===== src/rtl/ldext_align_if.sv =====
// ldext_align_if: load-extend/align bus bundle.
//
// Handshake rule for both channels: a beat transfers on a rising clk edge
// where valid and ready are both 1. The producer holds valid and its payload
// stable until that beat transfers. ready may depend on the far side's ready.
//
//   in_valid / in_ready   : input channel (producer -> ldext_align)
//   in_data               : little-endian memory word
//   in_offset             : byte offset of the access within in_data
//   sx_op                 : extension op code
//   out_valid / out_ready : result channel (ldext_align -> consumer)
//   out_data              : aligned, extended result
//   out_split             : result was merged from two input beats
//
// Modports:
//   slave  : the ldext_align side
//   master : the testbench/producer+consumer side
interface ldext_align_if #(
  parameter int DATA_WIDTH = 32,
  parameter int OFF_WIDTH  = $clog2(DATA_WIDTH / 8)
);
  logic                  in_valid;
  logic                  in_ready;
  logic [DATA_WIDTH-1:0] in_data;
  logic [OFF_WIDTH-1:0]  in_offset;
  logic [2:0]            sx_op;
  logic                  out_valid;
  logic                  out_ready;
  logic [DATA_WIDTH-1:0] out_data;
  logic                  out_split;

  modport slave (
    input  in_valid, in_data, in_offset, sx_op, out_ready,
    output in_ready, out_valid, out_data, out_split
  );

  modport master (
    output in_valid, in_data, in_offset, sx_op, out_ready,
    input  in_ready, out_valid, out_data, out_split
  );
endinterface


===== src/rtl/ldext_align.sv =====
// ldext_align: aligns a load of 1/2/4 bytes out of a little-endian memory
// word and sign- or zero-extends it to DATA_WIDTH. An access that runs off
// the end of the word is completed by the next input beat (the following
// memory word) and the merged result is flagged with out_split.
//
// Ports:
//   clk       : clock, rising edge
//   rst       : asynchronous active-high reset
//   bus       : ldext_align_if slave modport (input and result channels)
//   dbg_state : current FSM state (0 IDLE, 1 WAIT_HI, 2 FULL)
//
// Op codes on sx_op:
//   0 SX_0700  1 SX_1500  2 SX_3100  3 SXU_0700  4 SXU_1500
//   5 SX_1100  6 SX_2000  7 unlisted (result zero)
module ldext_align #(
  parameter int DATA_WIDTH = 32,
  parameter int OFF_WIDTH  = $clog2(DATA_WIDTH / 8)
) (
  input  logic         clk,
  input  logic         rst,
  ldext_align_if.slave bus,
  output logic [1:0]   dbg_state
);

  localparam int NB = DATA_WIDTH / 8;

  localparam logic [2:0] SX_0700  = 3'd0;
  localparam logic [2:0] SX_1500  = 3'd1;
  localparam logic [2:0] SX_3100  = 3'd2;
  localparam logic [2:0] SXU_0700 = 3'd3;
  localparam logic [2:0] SXU_1500 = 3'd4;
  localparam logic [2:0] SX_1100  = 3'd5;
  localparam logic [2:0] SX_2000  = 3'd6;

  typedef enum logic [1:0] {
    IDLE    = 2'd0,
    WAIT_HI = 2'd1,
    FULL    = 2'd2
  } state_t;

  state_t state, state_next;

  // Access size in bytes; 0 marks ops that never span two words.
  function automatic logic [2:0] acc_size(input logic [2:0] op);
    case (op)
      SX_0700, SXU_0700: acc_size = 3'd1;
      SX_1500, SXU_1500: acc_size = 3'd2;
      SX_3100:           acc_size = 3'd4;
      default:           acc_size = 3'd0;
    endcase
  endfunction

  // v holds the access already shifted down to bit 0; raw is the unshifted
  // word, used by the fixed-field ops that ignore the offset.
  function automatic logic [DATA_WIDTH-1:0] extend(
    input logic [DATA_WIDTH-1:0] v,
    input logic [DATA_WIDTH-1:0] raw,
    input logic [2:0]            op
  );
    case (op)
      SX_0700:  extend = DATA_WIDTH'($signed(v[7:0]));
      SX_1500:  extend = DATA_WIDTH'($signed(v[15:0]));
      SX_3100:  extend = DATA_WIDTH'($signed(v[31:0]));
      SXU_0700: extend = DATA_WIDTH'(v[7:0]);
      SXU_1500: extend = DATA_WIDTH'(v[15:0]);
      SX_1100:  extend = DATA_WIDTH'($signed(raw[11:0]));
      SX_2000:  extend = DATA_WIDTH'($signed(raw[20:0]));
      default:  extend = '0;
    endcase
  endfunction

  // Captured first-beat context for a split access.
  logic [DATA_WIDTH-1:0] lo_q;
  logic [2:0]            op_q;
  logic [OFF_WIDTH-1:0]  off_q;
  logic [DATA_WIDTH-1:0] out_data_q;
  logic                  out_split_q;

  logic                  in_ready_c;
  logic                  in_hs;
  logic [2:0]            sz;
  logic [OFF_WIDTH:0]    end_pos;
  logic                  is_split;
  logic [DATA_WIDTH-1:0] shifted;
  logic [DATA_WIDTH-1:0] single_res;
  logic [OFF_WIDTH+3:0]  hi_shift;
  logic [DATA_WIDTH-1:0] merged_raw;
  logic [DATA_WIDTH-1:0] merged_res;

  assign in_ready_c = (state != FULL) || bus.out_ready;
  assign in_hs      = bus.in_valid && in_ready_c;

  assign sz       = acc_size(bus.sx_op);
  assign end_pos  = {1'b0, bus.in_offset} + (OFF_WIDTH + 1)'(sz);
  assign is_split = (sz != 3'd0) && (end_pos > (OFF_WIDTH + 1)'(NB));

  // Low bytes of the access moved down to byte 0.
  assign shifted    = bus.in_data >> {bus.in_offset, 3'b000};
  assign single_res = extend(shifted, bus.in_data, bus.sx_op);

  // The first beat contributed NB-off_q bytes; the second beat's byte 0
  // lands directly above them.
  assign hi_shift   = {((OFF_WIDTH + 1)'(NB) - {1'b0, off_q}), 3'b000};
  assign merged_raw = lo_q | (bus.in_data << hi_shift);
  assign merged_res = extend(merged_raw, merged_raw, op_q);

  // State register
  always_ff @(posedge clk or posedge rst) begin
    if (rst) state <= IDLE;
    else     state <= state_next;
  end

  // Next-state logic. From FULL, a new input beat is only accepted together
  // with the output handshake, so that path reuses the IDLE decision.
  always_comb begin
    state_next = state;
    case (state)
      IDLE: begin
        if (in_hs) state_next = is_split ? WAIT_HI : FULL;
      end
      WAIT_HI: begin
        if (in_hs) state_next = FULL;
      end
      FULL: begin
        if (bus.out_ready) begin
          if (bus.in_valid) state_next = is_split ? WAIT_HI : FULL;
          else              state_next = IDLE;
        end
      end
      default: state_next = IDLE;
    endcase
  end

  // Output logic
  always_comb begin
    bus.in_ready  = in_ready_c;
    bus.out_valid = (state == FULL);
    bus.out_data  = out_data_q;
    bus.out_split = out_split_q;
    dbg_state     = state;
  end

  // Datapath registers
  always_ff @(posedge clk or posedge rst) begin
    if (rst) begin
      out_data_q  <= '0;
      out_split_q <= 1'b0;
      lo_q        <= '0;
      op_q        <= '0;
      off_q       <= '0;
    end else if (in_hs) begin
      if (state == WAIT_HI) begin
        // Second beat: its offset and op are ignored.
        out_data_q  <= merged_res;
        out_split_q <= 1'b1;
        lo_q        <= '0;
      end else if (is_split) begin
        lo_q  <= shifted;
        op_q  <= bus.sx_op;
        off_q <= bus.in_offset;
      end else begin
        out_data_q  <= single_res;
        out_split_q <= 1'b0;
      end
    end
  end

endmodule


===== src/flat_wrapper.sv =====
// flat-port wrapper written by rule: the top's interface ports become plain ports
module ldext_align_flat 
#(
  parameter int DATA_WIDTH = 32,
  parameter int OFF_WIDTH  = $clog2(DATA_WIDTH / 8)
)
  (clk, rst, dbg_state, bus_in_valid, bus_in_data, bus_in_offset, bus_sx_op, bus_out_ready, bus_in_ready, bus_out_valid, bus_out_data, bus_out_split);
  ldext_align_if #(.DATA_WIDTH(DATA_WIDTH), .OFF_WIDTH(OFF_WIDTH)) bus_i ();
  input  logic clk;
  input  logic rst;
  output logic [1:0] dbg_state;
  input wire logic [$bits(bus_i.in_valid)-1:0] bus_in_valid;
  input wire logic [$bits(bus_i.in_data)-1:0] bus_in_data;
  input wire logic [$bits(bus_i.in_offset)-1:0] bus_in_offset;
  input wire logic [$bits(bus_i.sx_op)-1:0] bus_sx_op;
  input wire logic [$bits(bus_i.out_ready)-1:0] bus_out_ready;
  output wire logic [$bits(bus_i.in_ready)-1:0] bus_in_ready;
  output wire logic [$bits(bus_i.out_valid)-1:0] bus_out_valid;
  output wire logic [$bits(bus_i.out_data)-1:0] bus_out_data;
  output wire logic [$bits(bus_i.out_split)-1:0] bus_out_split;
  assign bus_i.in_valid = bus_in_valid;
  assign bus_i.in_data = bus_in_data;
  assign bus_i.in_offset = bus_in_offset;
  assign bus_i.sx_op = bus_sx_op;
  assign bus_i.out_ready = bus_out_ready;
  assign bus_in_ready = bus_i.in_ready;
  assign bus_out_valid = bus_i.out_valid;
  assign bus_out_data = bus_i.out_data;
  assign bus_out_split = bus_i.out_split;
  ldext_align #(.DATA_WIDTH(DATA_WIDTH), .OFF_WIDTH(OFF_WIDTH)) u_core (.clk(clk), .rst(rst), .bus(bus_i), .dbg_state(dbg_state));
endmodule

===== config.mk =====
export PLATFORM = sky130hd
export DESIGN_NAME = ldext_align_flat
export DESIGN_NICKNAME = d
export VERILOG_FILES = /design/src/rtl/ldext_align_if.sv /design/src/rtl/ldext_align.sv /design/src/flat_wrapper.sv
export SDC_FILE = /design/constraint.sdc
export NUM_CORES = 1
export LEC_CHECK = 0
export CAP_MARGIN = 0
export CORE_MARGIN = 5
export CORE_UTILIZATION = 25
export CTS_CLUSTER_SIZE = 8
export DETAILED_ROUTE_END_ITERATION = 10
export SYNTH_ARGS = -nofsm -noshare
export SYNTH_HDL_FRONTEND = slang
export SYNTH_SLANG_ARGS = --single-unit

===== constraint.sdc =====
create_clock -name clk -period 2.9 [get_ports clk]
set_clock_uncertainty 0.2 [all_clocks]
set_input_delay 0.725 -clock clk [delete_from_list [all_inputs] [get_ports clk]]
set_output_delay 0.725 -clock clk [all_outputs]
set_load 0.005 [all_outputs]

# Word-level counts from Yosys, hierarchy flattened

Cells that the tools add are included.
W data, S select, Z words.

Register bits: 72
Input port bits: 41
Output and inout bits: 37
Logic and storage cells: 61

Add/subtract/negate cells: 2
Order comparisons: 1
Equality and inequality tests: 19
Shifts and indexed selects: 2
Mux-type cells: 15
Bitwise operators: 2
Reduce and logical (&&, ||, !) cells: 14

Operators with widths:

| cell                  | number |
|---|---|
| $pmux W32 S7          | 2 |
| $mux W32              | 4 |
| $or A32 B32 Y32       | 1 |
| $shl A32 B6 Y32       | 1 |
| $shr A32 B5 Y32       | 1 |
| $eq A3 B3 Y1 const B  | 6 |
| $eq A3 B2 Y1 const B  | 4 |
| $mux W2               | 5 |
| $pmux W3 S3           | 1 |
| $eq A3 B1 Y1 const B  | 2 |
| $logic_not A3 Y1      | 2 |
| $ne A2 B2 Y1 const B  | 3 |
| $pmux W2 S3           | 1 |
| $reduce_and A3 Y1     | 2 |
| $ne A2 B1 Y1 const B  | 2 |
| $reduce_and A2 Y1     | 2 |
| $reduce_or A2 Y1      | 2 |
| $add A2 B3 Y3         | 1 |
| $gt A3 B3 Y1 const B  | 1 |
| $reduce_bool A3 Y1    | 1 |
| $sub A3 B2 Y3 const A | 1 |
| $eq A2 B1 Y1 const B  | 1 |
| $eq A2 B2 Y1 const B  | 1 |
| $logic_and A1 B1 Y1   | 2 |
| other kinds (5)       | 6 |

# Longest topological paths before layout

Gate-level depths: netlist of run 1.

Depth after elaboration: 10
Mapped depth: 15

# Least setup slack after synthesis of run 1

No wires, ideal clock.

Path kind: in2reg
Start point: in bus_sx_op[2]
End point: reg u_core.out_data_q[16], in the netlist u_core.bus.out_data[16]
Setup time: 0.129 ns
Data arrival time: 3.692 ns
Data required time: 2.571 ns
Slack: -1.121 ns
Stages: 13
Buffers on the path: 5
Path through: buf_2 > buf_2 > clkbuf_1 > clkbuf_1 > nor3_1 > ha_1 > inv_1 > fa_1 > and4bb_4 > o32ai_4 > o221ai_2 > buf_6 > a2111o_1

Cells in the longest elaborated chain, start to end: 8

RTL lines:

| element                                    | line                                 | RTL |
|---|---|---|
| start, declared                            | flat_wrapper.sv:15                   | `input wire logic [$bits(bus_i.sx_op)-1:0] bus_sx_op;` |
| $eq A3 B1 Y1, or another cell as far along | ldext_align.sv:45, ldext_align.sv:60 |  |
| $reduce_or A2 Y1                           | ldext_align.sv:45                    | `case (op)` |
| $pmux W3 S3                                | ldext_align.sv:45                    |  |
| $add A2 B3 Y3                              | ldext_align.sv:94                    | `assign end_pos = {1'b0, bus.in_offset} + (OFF_WIDTH + 1)'(sz);` |
| $gt A3 B3 Y1                               | ldext_align.sv:95                    | `assign is_split = (sz != 3'd0) && (end_pos > (OFF_WIDTH + 1)'(NB));` |
| $logic_and A1 B1 Y1                        | ldext_align.sv:95                    |  |
| $ne A2 B2 Y1 (no source line)              | --                                   |  |
| $reduce_and A2 Y1 (no source line)         | --                                   |  |
| end signal, assigned                       | ldext_align.sv:154                   | `out_data_q <= merged_res;` |
| end signal, assigned                       | ldext_align.sv:162                   | `out_data_q <= single_res;` |
| end, declared                              | ldext_align.sv:76                    | `logic [DATA_WIDTH-1:0] out_data_q;` |

Several ways; a longest one is shown, not always the timed one. The select of a mux whose other input is x is not followed.
A chain may end at the register's enable or synchronous reset.

# Worst setup path after layout of run 1

Start point: in bus_sx_op[1]
End point: reg u_core.lo_q[29]

Cells in the longest elaborated chain, start to end: 8

RTL lines:

| element                                    | line               | RTL |
|---|---|---|
| $eq A3 B1 Y1, or another cell as far along | ldext_align.sv:45  |  |
| $reduce_or A2 Y1                           | ldext_align.sv:45  |  |
| $pmux W3 S3 *                              | ldext_align.sv:45  |  |
| $add A2 B3 Y3                              | ldext_align.sv:94  |  |
| $gt A3 B3 Y1                               | ldext_align.sv:95  |  |
| $logic_and A1 B1 Y1 *                      | ldext_align.sv:95  |  |
| $reduce_bool A2 Y1 (no source line) *      | --                 |  |
| $reduce_and A2 Y1 (no source line) *       | --                 |  |
| end signal, assigned                       | ldext_align.sv:158 | `lo_q <= shifted;` |
| end, declared                              | ldext_align.sv:73  | `logic [DATA_WIDTH-1:0] lo_q;` |

Mark *: on every way between the ends. The rest lies on a longest branch, timed or not.

==> results_dict.tcl, run 1 <==
set metrics [dict create \
    outcome "complete, but fails checks" \
    violations "setup timing" \
    dr.pass1.iters 5 \
    seq_area_frac_synth_pct 35.2 \
    syn_inst 549 \
    diodes 0 \
    ys_ff_latch 72 \
    cp.required_ns 2.99 \
    grt_pass1_wl_um 32600 \
    arrival_ns 3.23 \
    ys_async_sr_fraction_pct 100 \
    grt-ovfl-total 0 \
    syn-cell-area_um2 5110 \
    power_density_nw_per_um2 721 \
    max_slew_margin_pct 41.6 \
    p_leak_nw 3.09 \
    clock-root-buffer "clkbuf_16" \
    drt_wl_total_um 21900 \
    peakVddDrop_mv 0.306 \
    drc_errors 0 \
    setup_ws_ns -0.247 \
    clock_path_buffers 2 \
    clock_latency_ns 0.36 \
    drt_iter0_drc 521 \
    die_area_um2 23400 \
    die_y_um 153 \
    grt_setup_unrepaired "true" \
    cts-htree-levels 3 \
    min_path_type "reg -> reg" \
    via_count 5475 \
    synth-main-ff-cell "dfrtp_1" \
    max_freq_mhz 318 \
    worst_slew_pin_slew_ns 0.871 \
    die_w_um 153 \
    first_global_vias 5333 \
    placementRows 52 \
    critical_path_peak_fanout 8 \
    io_buffer_count 77 \
    antenna_found_initial 0 \
    antenna_left 0 \
    pin_count 78 \
    yosysWarnings 0 \
    r2r_setup_slack_ns -0.03 \
    cap_viol_max_count 0 \
    area_growth_pct 51.1 \
    dpl.hpwl_um 15300 \
    final_nets 756 \
    setup_violations 70 \
    grt_max_degree 43 \
    syn-num-nets 593 \
    cts_tree "yes" \
    crit_path_end_kind "flip-flop" \
    yosysUniqueCellTypes 67 \
    hold_buffers 0 \
    dp.cells 949 \
    fin_cells 987 \
    routedWlPerCell_um 22.1 \
    fin_total_pwr_mw 5.57 \
    coreArea_um2 20200 \
    gp_congestion 0.911 \
    clk_pin_slew_ns 0.06 \
    avgViaCountPerCell 5.55 \
    drv_slew 0 \
    synth_edf_count 0 \
    crit_path_start_kind "input pin" \
    clock_sinks 72 \
    layout-drive-gt1-share_pct 31.0 \
    post-route-util_pct 38.3 \
    cts_buffers 9 \
    hold_violations 0 \
    initial_core_util_pct 25.3 \
    avgSynthCellArea_um2 9.31 \
    pre_cts_ws_ns -1.14 \
    nFillCells 2040 \
    period_minus_slack_ns 3.15 \
    grt_use_total_pct 17.9 \
    period_share_pct 109 \
    critical_path_class "in -> reg" \
    finalHoldWorstSlack_ns 0.285 \
]
[Yosys cell counts, types with 4 or more instances]
cell type,n,share of area (%)
a21oi_1,53,5.2
nor2b_1,6,0.73
nor2_1,27,2.0
o22ai_1,5,0.61
buf_2,15,1.5
mux2_2,16,3.5
o22a_1,10,1.7
and2_1,6,0.73
inv_1,13,0.95
clkbuf_1,17,1.2
a211oi_1,9,1.3
a2111o_1,4,0.88
nand3_1,9,0.88
mux2i_1,27,5.3
dfrtp_1,72,35
o21ai_0,46,4.5
buf_1,5,0.37
a21boi_0,4,0.59
a2bb2oi_1,6,1.0
o221ai_1,11,1.9
nand2b_1,8,0.98
nand3b_1,4,0.59
buf_4,4,0.59
nor4_1,4,0.49
a22o_1,17,2.9
o211ai_1,15,2.2
o2bb2ai_1,16,2.7
a221oi_1,10,1.7
or2_2,4,0.49
a31oi_1,5,0.61
mux4_2,9,4.0
and3_1,4,0.49
nor3_1,16,1.6
nand2_1,36,2.6
[cell families (layout without fill, tap and decap cells)]
| family | count (synthesis) | in the layout | share of synthesized area, % |
|---|---|---|---|
| compound gates | 224 | 225 | 30.7 |
| xor+xnor | 3 | 3 | 0.514 |
| fa+ha+maj | 3 | 3 | 0.881 |
| buf+inv | 55 | 221 | 4.85 |
| flops | 72 | 72 | 35.2 |
| mux | 53 | 53 | 13.0 |
| simple gates | 139 | 140 | 14.8 |
[state kept, by name, summed over array words and instances, names as in the netlist]
register	cells
u_core.dbg_state	2
u_core.op_q	3
u_core.bus.out_data	32
u_core.bus.out_split	1
u_core.lo_q	32
u_core.off_q	2
[cells in the final DEF, fill, tap and decap left out, types with 5 or more instances in the layout]
master | netlist | final
buf_4 | 4 | 90
clkdlybuf4s50_1 | 0 | 72
dfrtp_1 | 72 | 72
a21oi_1 | 53 | 52
o21ai_0 | 46 | 29
mux2i_1 | 27 | 27
nor2_1 | 27 | 27
nand2_1 | 36 | 26
a22o_1 | 17 | 17
o211ai_1 | 15 | 15
nor3_1 | 16 | 15
mux2_2 | 16 | 15
o21ai_1 | 0 | 14
clkbuf_16 | 0 | 12
buf_6 | 1 | 12
inv_1 | 13 | 11
o22a_1 | 10 | 10
a221oi_1 | 10 | 10
o2bb2ai_2 | 0 | 10
mux4_2 | 9 | 9
nand2_2 | 0 | 9
nand3_1 | 9 | 9
o221ai_2 | 1 | 8
nand2b_1 | 8 | 8
buf_12 | 0 | 7
and2_1 | 6 | 6
o2bb2ai_1 | 16 | 6
a2bb2oi_1 | 6 | 6
o22ai_1 | 5 | 5
a211oi_1 | 9 | 5
a31oi_1 | 5 | 5
[layout make-up]
| class | count | area (µm²) | area share [%] |
|---|---|---|---|
| Clock buffer | 10 | 229 | 2.96 |
| Inverter | 13 | 48.8 | 0.632 |
| Timing Repair Buffer | 192 | 1890 | 24.4 |
| Multi-Input combinational cell | 424 | 3380 | 43.7 |
| Clock inverter | 6 | 45.0 | 0.583 |
| Tap cell | 270 | 338 | 4.37 |
| Sequential cell | 72 | 1800 | 23.3 |
[metal layers]
| layer | up-vias | track usage, % | part of all wire (%) |
|---|---|---|---|
| li1 | 2476 | - | - |
| met1 | 2709 | 25.5 | 45 |
| met2 | 247 | 26.5 | 44 |
| met3 | 43 | 3.90 | 8.4 |
| met4 | 0 | 6.96 | 3.1 |
| met5 | - | 0 | 0 |
[timing repair]
action | in CTS | in global routing
setup buffers | 12 | 2
pin swaps | 37 | 15
gates cloned | 6 | 3
setup endpoints to repair | 72 | 70
resized for setup | 65 | 17
[metrics by stage]
| step | instance area [µm²] | setup TNS [ns] |
|---|---|---|
| floorplan | 5300 | -43.04 |
| global placement | 6900 | -64.88 |
| detailed placement | 6900 | -71.52 |
| CTS | 7590 | -14.72 |
| global route | 7730 | -17.48 |
| finish | 7730 | -11.05 |
[worst max-delay path, cell delays in order]
cell and delay, ns:
buf_8 0.10, nor2b_4 0.12, nor3_2 0.18, ha_2 0.20
inv_2 0.03, fa_2 0.39, nor3b_4 0.26, o32ai_4 0.13
buf_6 0.15, or4b_4 0.56, nor2_4 0.21, a22o_1 0.17
[where the power goes]
part	internal (mW)	switching, mW
clock	0.582	0.490
sequential	1.34	0.262
combinational	1.46	1.44
[worst paths after layout]
kind	start	cells after the start	to
setup / recovery	bus_sx_op[1]	12	u_core.lo_q[29]
hold / removal	u_core.bus.out_data[10]	2	u_core.bus.out_data[10]
setup reg to reg	u_core.off_q[0]	8	u_core.bus.out_data[21]
hold reg to reg	u_core.bus.out_data[10]	2	u_core.bus.out_data[10]
max in group asynchronous	rst	3	u_core.bus.out_data[22]
min in group asynchronous	rst	2	u_core.bus.out_data[31]
Power figures use the tool's default switching activity.
==> run 2: changes to the inputs <==
--- a/config.mk
+++ b/config.mk
@@ -10,6 +10,7 @@
 export CORE_UTILIZATION = 25
 export CTS_CLUSTER_SIZE = 8
 export DETAILED_ROUTE_END_ITERATION = 10
+export SETUP_SLACK_MARGIN = 0.05
 export SYNTH_ARGS = -nofsm -noshare
 export SYNTH_HDL_FRONTEND = slang
 export SYNTH_SLANG_ARGS = --single-unit
==> run 2 against run 1 <==
Net effect: the run still ends with setup timing left; utilization barely moved; setup slack hardly changed; die area unchanged; hold slack is essentially flat; power is essentially flat; critical path type unchanged; highest routed layer unchanged.
==> results_dict.tcl, run 2 (synthesis gave the netlist of run 1 again) <==
set metrics [dict create \
    outcome "complete, but fails checks" \
    violations "setup timing" \
    drv_slew 0 \
    power_density_nw_per_um2 721 \
    path_cells "buf_8 -> nor2b_4 -> nor3_2 -> ha_2 -> inv_2 -> fa_2 -> nor3b_4 -> o32ai_4 -> buf_6 -> or4b_4 -> nor2_4 -> a22o_1" \
    grt_pass1_wl_um 32600 \
    clock_path_buffers 2 \
    placementRows 52 \
    routedWlPerCell_um 22.1 \
    power.switching_mw 2.19 \
    drt_iter0_drc 521 \
    swShare_pct 39.3 \
    cp_slowest_stage_delay_ns 0.56 \
    antenna_found_initial 0 \
    arrival_ns 3.23 \
    peakVddDrop_mv 0.306 \
    dpl_cell_area_um2 6900 \
    period_minus_slack_ns 3.15 \
    r2r_setup_slack_ns -0.03 \
    crit_path_start_kind "input pin" \
    final_cell_mix "90 x buf_4, 72 x clkdlybuf4s50_1, 72 x dfrtp_1" \
    max_slew_margin_pct 41.6 \
    initial_core_util_pct 25.3 \
    crit_path_end_kind "flip-flop" \
    diodes 0 \
    die_y_um 153 \
    setup_ws_ns -0.247 \
    busiest_layer "met2" \
    fin_cells 987 \
    antenna_left 0 \
    max_freq_mhz 318 \
    die_w_um 153 \
    period_share_pct 109 \
    drt_wl_total_um 21900 \
    seqPwrFrac_pct 28.7 \
    first_global_vias 5333 \
    dr.pass1.iters 5 \
    drc_errors 0 \
    grt_max_degree 43 \
    pin_count 78 \
    die_area_um2 23400 \
    worst_slew_pin_slew_ns 0.871 \
    cts_tree "yes" \
    critical_path_peak_fanout 8 \
    dpl.hpwl_um 15300 \
    grt_use_total_pct 17.9 \
    avgViaCountPerCell 5.55 \
    io_buffer_count 77 \
    setup_violations 70 \
    gp_congestion 0.911 \
    use_met3_pct 3.90 \
    r2r-start "u_core.off_q[0]" \
    area_growth_pct 51.2 \
    critical_path_class "in -> reg" \
    cap_viol_max_count 0 \
    pwr-share-comb_pct 52.1 \
    layout-drive-gt1-share_pct 31.1 \
    power.share.clock_pct 19.2 \
    p_int_mw 3.38 \
    crit_start "bus_sx_op[1]" \
    clock_sinks 72 \
    met2_usage_pct 26.5 \
    met1_usage_pct 25.5 \
    cp.required_ns 2.99 \
    final_nets 756 \
    nFillCells 2040 \
    cts_buffers 9 \
    via_count 5475 \
    coreArea_um2 20200 \
    reg2regPathDepth 8 \
    cpMaxStageDelayCell "or4b_4" \
    final_common_cell "buf_4" \
    hold_violations 0 \
    timing.rr.end "u_core.bus.out_data[21]" \
    min_path_type "reg -> reg" \
    dp.cells 949 \
    grt_setup_unrepaired "true" \
    clock-root-buffer "clkbuf_16" \
    clk_pin_slew_ns 0.06 \
    p_leak_nw 3.09 \
    endpoint "u_core.lo_q[29]" \
    finalHoldWorstSlack_ns 0.285 \
    fin_area_um2 7730 \
    clock_latency_ns 0.36 \
    hold_buffers 0 \
    cts-htree-levels 3 \
    grt-ovfl-total 0 \
    fin_total_pwr_mw 5.57 \
]
## run 2: power groups by stage
stage | Combinational [mW] | Clock, mW | Sequential, mW
floorplan | 1.58 | 0 | 1.52
global placement | 2.64 | 0 | 1.58
detailed placement | 2.66 | 0 | 1.59
CTS | 2.84 | 1.08 | 1.58
global route | 3.10 | 1.12 | 1.63
finish | 2.90 | 1.07 | 1.60
## run 2: cell type report
class | count | area [µm²] | area share [%]
tap | 270 | 338 | 4.37
clock inverter | 6 | 45.0 | 0.583
inverter | 13 | 48.8 | 0.631
clock buffer | 10 | 229 | 2.96
timing repair buffer | 192 | 1890 | 24.4
multi-input combinational | 424 | 3380 | 43.7
sequential | 72 | 1800 | 23.3
## run 2: worst min path at each step
stage,endpoint,start,depth (start not counted),slack [ns]
global route,u_core.lo_q[14],u_core.lo_q[14],1,0.30
finish,u_core.bus.out_data[10],u_core.bus.out_data[10],2,0.28
detailed placement,u_core.lo_q[16],u_core.lo_q[16],1,0.27
floorplan,u_core.lo_q[16],u_core.lo_q[16],1,0.26
global placement,u_core.bus.out_data[9],u_core.bus.out_data[9],2,0.27
CTS,u_core.bus.out_data[10],u_core.bus.out_data[10],2,0.29
## run 2: through the flow
stage               setup TNS [ns]  util (%)  setup slack [ns]
floorplan                   -43.04         -            -0.747
global placement            -64.88      34.2             -1.01
detailed placement          -71.52      34.2             -1.14
CTS                         -14.72      37.6            -0.304
global route                -17.47      38.3            -0.344
finish                      -11.05      38.3            -0.247
## run 2: worst max-delay path, delay by kind of cell
kind | cells | cell delay (ns)
buffers and inverters | 3 | 0.28
adders and majority gates | 2 | 0.59
AOI/OAI and AO/OA | 2 | 0.30
and+or+nand+nor | 5 | 1.33
## run 2: what timing repair did
action | CTS | global route
setup buffers | 12 | 2
pin swaps | 37 | 15
resized for setup | 65 | 18
setup endpoints to repair | 72 | 71
cloned | 6 | 3
## run 2: metal layers
layer | part of all wire [%] | up-vias
li1 | - | 2475
met1 | 45 | 2710
met2 | 44 | 247
met3 | 8.4 | 43
met4 | 3.1 | 0
met5 | 0 | -
==> run 3: changes to the inputs <==
--- a/config.mk
+++ b/config.mk
@@ -6,7 +6,6 @@
 export NUM_CORES = 1
 export LEC_CHECK = 0
 export CAP_MARGIN = 0
-export CORE_MARGIN = 5
 export CORE_UTILIZATION = 25
 export CTS_CLUSTER_SIZE = 8
 export DETAILED_ROUTE_END_ITERATION = 10
==> run 3 against run 2 <==
Net effect: the flow still finishes with violations (setup timing); clock-buffer cell count increased by 2; routed wire length decreased by 3.1%; sequential power about the same; setup slack improved by 0.010 ns; critical path type unchanged.
==> results_dict.tcl, run 3 (synthesis gave the netlist of run 1 again) <==
set metrics [dict create \
    routedWlPerCell_um 21.6 \
    die_w_um 145 \
    grt-ovfl-total 0 \
    critical_path_peak_fanout 12 \
    antenna_left 0 \
    fin_setup_tns_ns -9.67 \
    timing.rr.end "u_core.bus.out_data[21]" \
    drt_iter0_drc 561 \
    drv_slew 0 \
    area_growth_pct 54.7 \
    worstSetupPathDepth 13 \
    max_freq_mhz 319 \
    violations "setup timing" \
    diodes 0 \
    holdPathStages 2 \
    clock-root-buffer "clkbuf_16" \
    met2_length_um 9200 \
    setup_violations 70 \
    path_cells "buf_8 -> buf_4 -> buf_4 -> nand2b_1 -> fa_2 -> and4bb_4 -> o32ai_4 -> buf_6 -> o221a_4 -> buf_12 -> buf_12 -> o21ai_2 -> o22a_1" \
    r2r-start "u_core.off_q[0]" \
    final_cell_mix "88 x buf_4, 72 x clkdlybuf4s50_1, 72 x dfrtp_1" \
    via_count 5522 \
    crit_buf_inv 6 \
    antenna_found_initial 0 \
    clock_latency_ns 0.35 \
    cp.required_ns 2.94 \
    holdCritStartpoint "u_core.bus.out_data[9]" \
    pin_count 78 \
    drc_errors 0 \
    reg2regPathDepth 8 \
    cts-htree-levels 3 \
    hold_buffers 0 \
    cts_buffers 9 \
    routed-wl-met3_um 1970 \
    arrival_ns 3.17 \
    final_common_cell "buf_4" \
    layout-drive-gt1-share_pct 33.9 \
    period_minus_slack_ns 3.14 \
    max_slew_margin_pct 39.3 \
    met1_length_um 9300 \
    period_share_pct 108 \
    io_buffer_count 77 \
    setup_ws_ns -0.236 \
    coreArea_um2 19800 \
    grt_setup_unrepaired "true" \
    initial_core_util_pct 25.8 \
    post-route-util_pct 40.0 \
    outcome "complete, but fails checks" \
    die_y_um 145 \
    hold_violations 0 \
    r2r_setup_slack_ns 0.03 \
    cpMaxStageDelayCell "fa_2" \
    peakVddDrop_mv 0.313 \
    dpl.hpwl_um 15000 \
    grt_use_total_pct 20.3 \
    avgViaCountPerCell 5.62 \
    critical_path_class "in -> reg" \
    min_to "u_core.bus.out_data[9]" \
    first_global_vias 5380 \
    dr.pass1.iters 7 \
    crit_path_start_kind "input pin" \
    worst_slew_pin_slew_ns 0.905 \
    gp_congestion 0.949 \
    min_path_type "reg -> reg" \
    final_nets 757 \
    crit_path_end_kind "flip-flop" \
    cts_tree "yes" \
    die_area_um2 21000 \
    dp.cells 944 \
    grt_max_degree 41 \
    grt_pass1_wl_um 32600 \
    cp_slowest_stage_delay_ns 0.42 \
    clock_path_buffers 2 \
    placementRows 51 \
    power_density_nw_per_um2 720 \
    drt_wl_total_um 21200 \
    clk_pin_slew_ns 0.06 \
    cpLargestDelayFamily "buffers and inverters" \
    routed.top_layer "met4" \
    fin_cells 982 \
    cap_viol_max_count 0 \
    clock_sinks 72 \
    p_leak_nw 3.18 \
]
==> run 3: repair_timing <==
action	in CTS	in global routing
buffers inserted	15	5
resized for setup	83	35
pin swaps	24	34
gates cloned	8	1
setup endpoints to repair	72	70
==> run 3: per-layer routing <==
metal	GRT usage, %	vias to the layer above
met5	0	-
met3	5.50	43
met4	8.46	0
met1	28.0	2734
li1	-	2464
met2	29.6	281
==> run 3: final cells by class <==
class	instances	area [µm²]
fill	1941	11900
multi-input combinational	423	3510
timing repair buffer	194	1930
sequential	72	1800
tap	265	332
clock buffer	12	246
inverter	13	48.8
clock inverter	3	42.5
==> run 3: worst register-to-register path: stages (launching register included) <==
cell and delay [ns]:
dfrtp_1 0.34, inv_1 0.06, ha_1 0.31, nor2_2 0.37, a221oi_1 0.17, buf_4 0.18, o31ai_2 0.76, o21ai_2 0.18
a41oi_2 0.22
==> run 3: power breakdown <==
part / internal, mW / switching (mW)
registers: 1.34 / 0.269
logic: 1.50 / 1.46
clock network: 0.684 / 0.446
total: 3.52 / 2.18
==> run 3: stage by stage <==
| step | power (mW) | hold slack, ns | cell area [µm²] | setup WS [ns] |
|---|---|---|---|---|
| final | 5.70 | 0.290 | 7910 | -0.236 |
| after global routing | 5.98 | 0.300 | 7910 | -0.320 |
| after CTS | 5.60 | 0.290 | 7760 | -0.252 |
| after detailed placement | 4.20 | 0.275 | 6900 | -1.08 |
| after global placement | 4.18 | 0.266 | 6900 | -0.992 |
| after floorplan | 3.10 | 0.256 | 5300 | -0.747 |
==> run 3: how the worst max path moves through the flow <==
| stage | start | to | slack, ns |
|---|---|---|---|
| floorplan | bus_sx_op[0] | u_core.lo_q[24] | -0.75 |
| global placement | bus_sx_op[1] | u_core.lo_q[29] | -0.99 |
| detailed placement | bus_sx_op[1] | u_core.lo_q[25] | -1.08 |
| CTS | bus_sx_op[1] | u_core.lo_q[25] | -0.25 |
| global route | bus_sx_op[1] | u_core.bus.out_data[5] | -0.32 |
| finish | bus_sx_op[1] | u_core.bus.out_data[5] | -0.24 |
==> patch (settings of run 3) <==
Make the reset (`rst`) synchronous in 2 clocked blocks. Comments in the files are not updated.
--- a/src/rtl/ldext_align.sv
+++ b/src/rtl/ldext_align.sv
@@ -106,5 +106,5 @@
 
   // State register
-  always_ff @(posedge clk or posedge rst) begin
+  always_ff @(posedge clk) begin
     if (rst) state <= IDLE;
     else     state <= state_next;
@@ -142,5 +142,5 @@
 
   // Datapath registers
-  always_ff @(posedge clk or posedge rst) begin
+  always_ff @(posedge clk) begin
     if (rst) begin
       out_data_q  <= '0;
Check against the original RTL: differs if rst is asserted again (counterexample within 4 cycles, from zero or initial values and one cycle with rst high); with rst held inactive, the same outputs for 4 cycles.
==> patch against run 3 <==
The flow still finishes with violations (negative setup slack). Register-to-register slack gained 240 ps. Final cell count grew 4.5%. Routed wire length shrank 4.3%. Non-clock buffer count shrank 14. Global-route usage shrank 0.57 points. Via count grew 2.6%. Area after synthesis shrank 0.59%. Design area shrank 7.3%. Worst setup slack gained 22 ps. Sequential cell count is the same.
Power is not compared: it rests on default switching activity, and its combinational part moved more than twofold at a synthesized area within 25%.
==> patch: results (changes against run 3) <==
Status
  • Status: finished, violations left (unchanged)
  • Failing checks: negative setup slack (unchanged)

STA
  • Final setup vio count: 70 (unchanged)
  • Final hold slack: 286 ps (was 290 ps)
  • Worst setup margin: -215 ps (was -236 ps)
  • Setup TNS Final: -10060 ps (was -9670 ps)

Placed design
  • DP Area: 6710 um^2 (was 6900 um^2)
  • Dpl ws: -1010 ps (was -1080 ps)
  • Global placer's final weighted congestion: 0.908 (was 0.949)
  • Placed cell count: 998 (was 944)
  • Hpwl dp: 14700 um (was 15000 um)

Route
  • Drt wl/cell: 19.8 um (was 21.6 um)
  • Routed met2 length: 8860 um (was 9200 um)
  • Routed wl met3: 1760 um (was 1970 um)
  • WL met1: 9170 um (was 9300 um)
  • DRT iter0 DRCs: 630 (was 561)

Critical path
  • Reg2reg setup slack: 270 ps (was 30 ps)
  • Critical path fanouts, max: 18 (was 12)
  • Worst setup path start: bus_sx_op[0] (was bus_sx_op[1])
  • Crit path capture: u_core.bus.out_data[23] (was u_core.bus.out_data[5])
  • Arrival @ worst endpoint: 3140 ps (was 3170 ps)
  • Reg-to-Reg Start: u_core.off_q[0] (unchanged)
  • Largest stage delay, worst path: 380 ps (was 420 ps)

GRT
  • Initial antenna violation count: 1 (was 0)
  • GR Util met3: 5.30% (was 5.50%)
  • M2 GR Usage: 29.8% (was 29.6%)
  • Via count of the first global-routing pass: 5300 (was 5380)
  • First-pass GRT wire length: 30800 um (was 32600 um)

Synthesis
  • Post-synthesis adder-cell area fraction: 0.886% (was 0.881%)
  • XOR/XNOR Fraction of Synth Area: 0.517% (was 0.514%)
  • Post-synthesis mux area share: 12.1% (was 13.0%)
  • Top_reg_cell synth: dfxtp_1 (was dfrtp_1)
  • Avg Cell Area, Syn: 8.24 um^2 (was 9.31 um^2)
  • FFs w/ async S/R, synth: 0% (was 100%)
  • Compound-Gate Fraction of Synth Area: 35.4% (was 30.7%)
  • Commonest cells post-synth: dfxtp_1 (72), nor2_1 (64), a21oi_1 (47), o21ai_0 (45), mux2i_1 (29) (was dfrtp_1 (72), a21oi_1 (53), o21ai_0 (46), nand2_1 (36))
  • Distinct cell type count after synthesis: 72 (was 67)
  • Synth top area cells: dfxtp_1 (28%), mux2i_1 (5.7%), nor2_1 (4.7%), mux2_2 (4.7%), a21oi_1 (4.6%) (was dfrtp_1 (35%), mux2i_1 (5.3%), a21oi_1 (5.2%), o21ai_0 (4.5%), mux4_2 (4.0%))

Finish
  • Nets@finish: 800 (was 757)

Hold path
  • Worst hold path cell count: 1 (was 2)
  • Hold path endpoint: u_core.lo_q[25] (was u_core.bus.out_data[9])

Power and ir drop
  • Net switching power figure: between 1 and 1.5 mW

Clock network
  • Total CTS buffers: 9 (unchanged)
## patch: changes by cell type after synthesis, sizes merged, moves of 10 or more
cell	before	now
dfrtp	72	0
dfxtp	0	72
nor2	29	66
a22oi	0	18
o2bb2ai	16	0
nor2b	6	19
a31oi	5	17
nand2	36	24
o221ai	12	2
o22a	10	0
## patch: area by class of cell
type / count / area [um^2]
clock buffer: 11 / 253
clock inverter: 5 / 38.8
fill: 2010 / 12400
inverter: 13 / 48.8
multi-input combinational: 480 / 3560
sequential: 72 / 1440
tap: 265 / 332
timing repair buffer: 180 / 1670
## patch: worst max-delay path: cells and delay by family
| kind | cells | cell delay [ps] |
|---|---|---|
| buffers and inverters | 6 | 740 |
| AND/OR/NAND/NOR | 4 | 620 |
| adder cells (fa/ha/maj) | 2 | 570 |
| AO/OA/AOI/OAI | 3 | 470 |
## patch: what timing repair did
item	CTS	global route
setup endpoints to repair	71	70
cloned	1	0
hold endpoints to repair	0	0
setup buffers	6	6
pin swaps	17	15
gates resized for setup	47	31
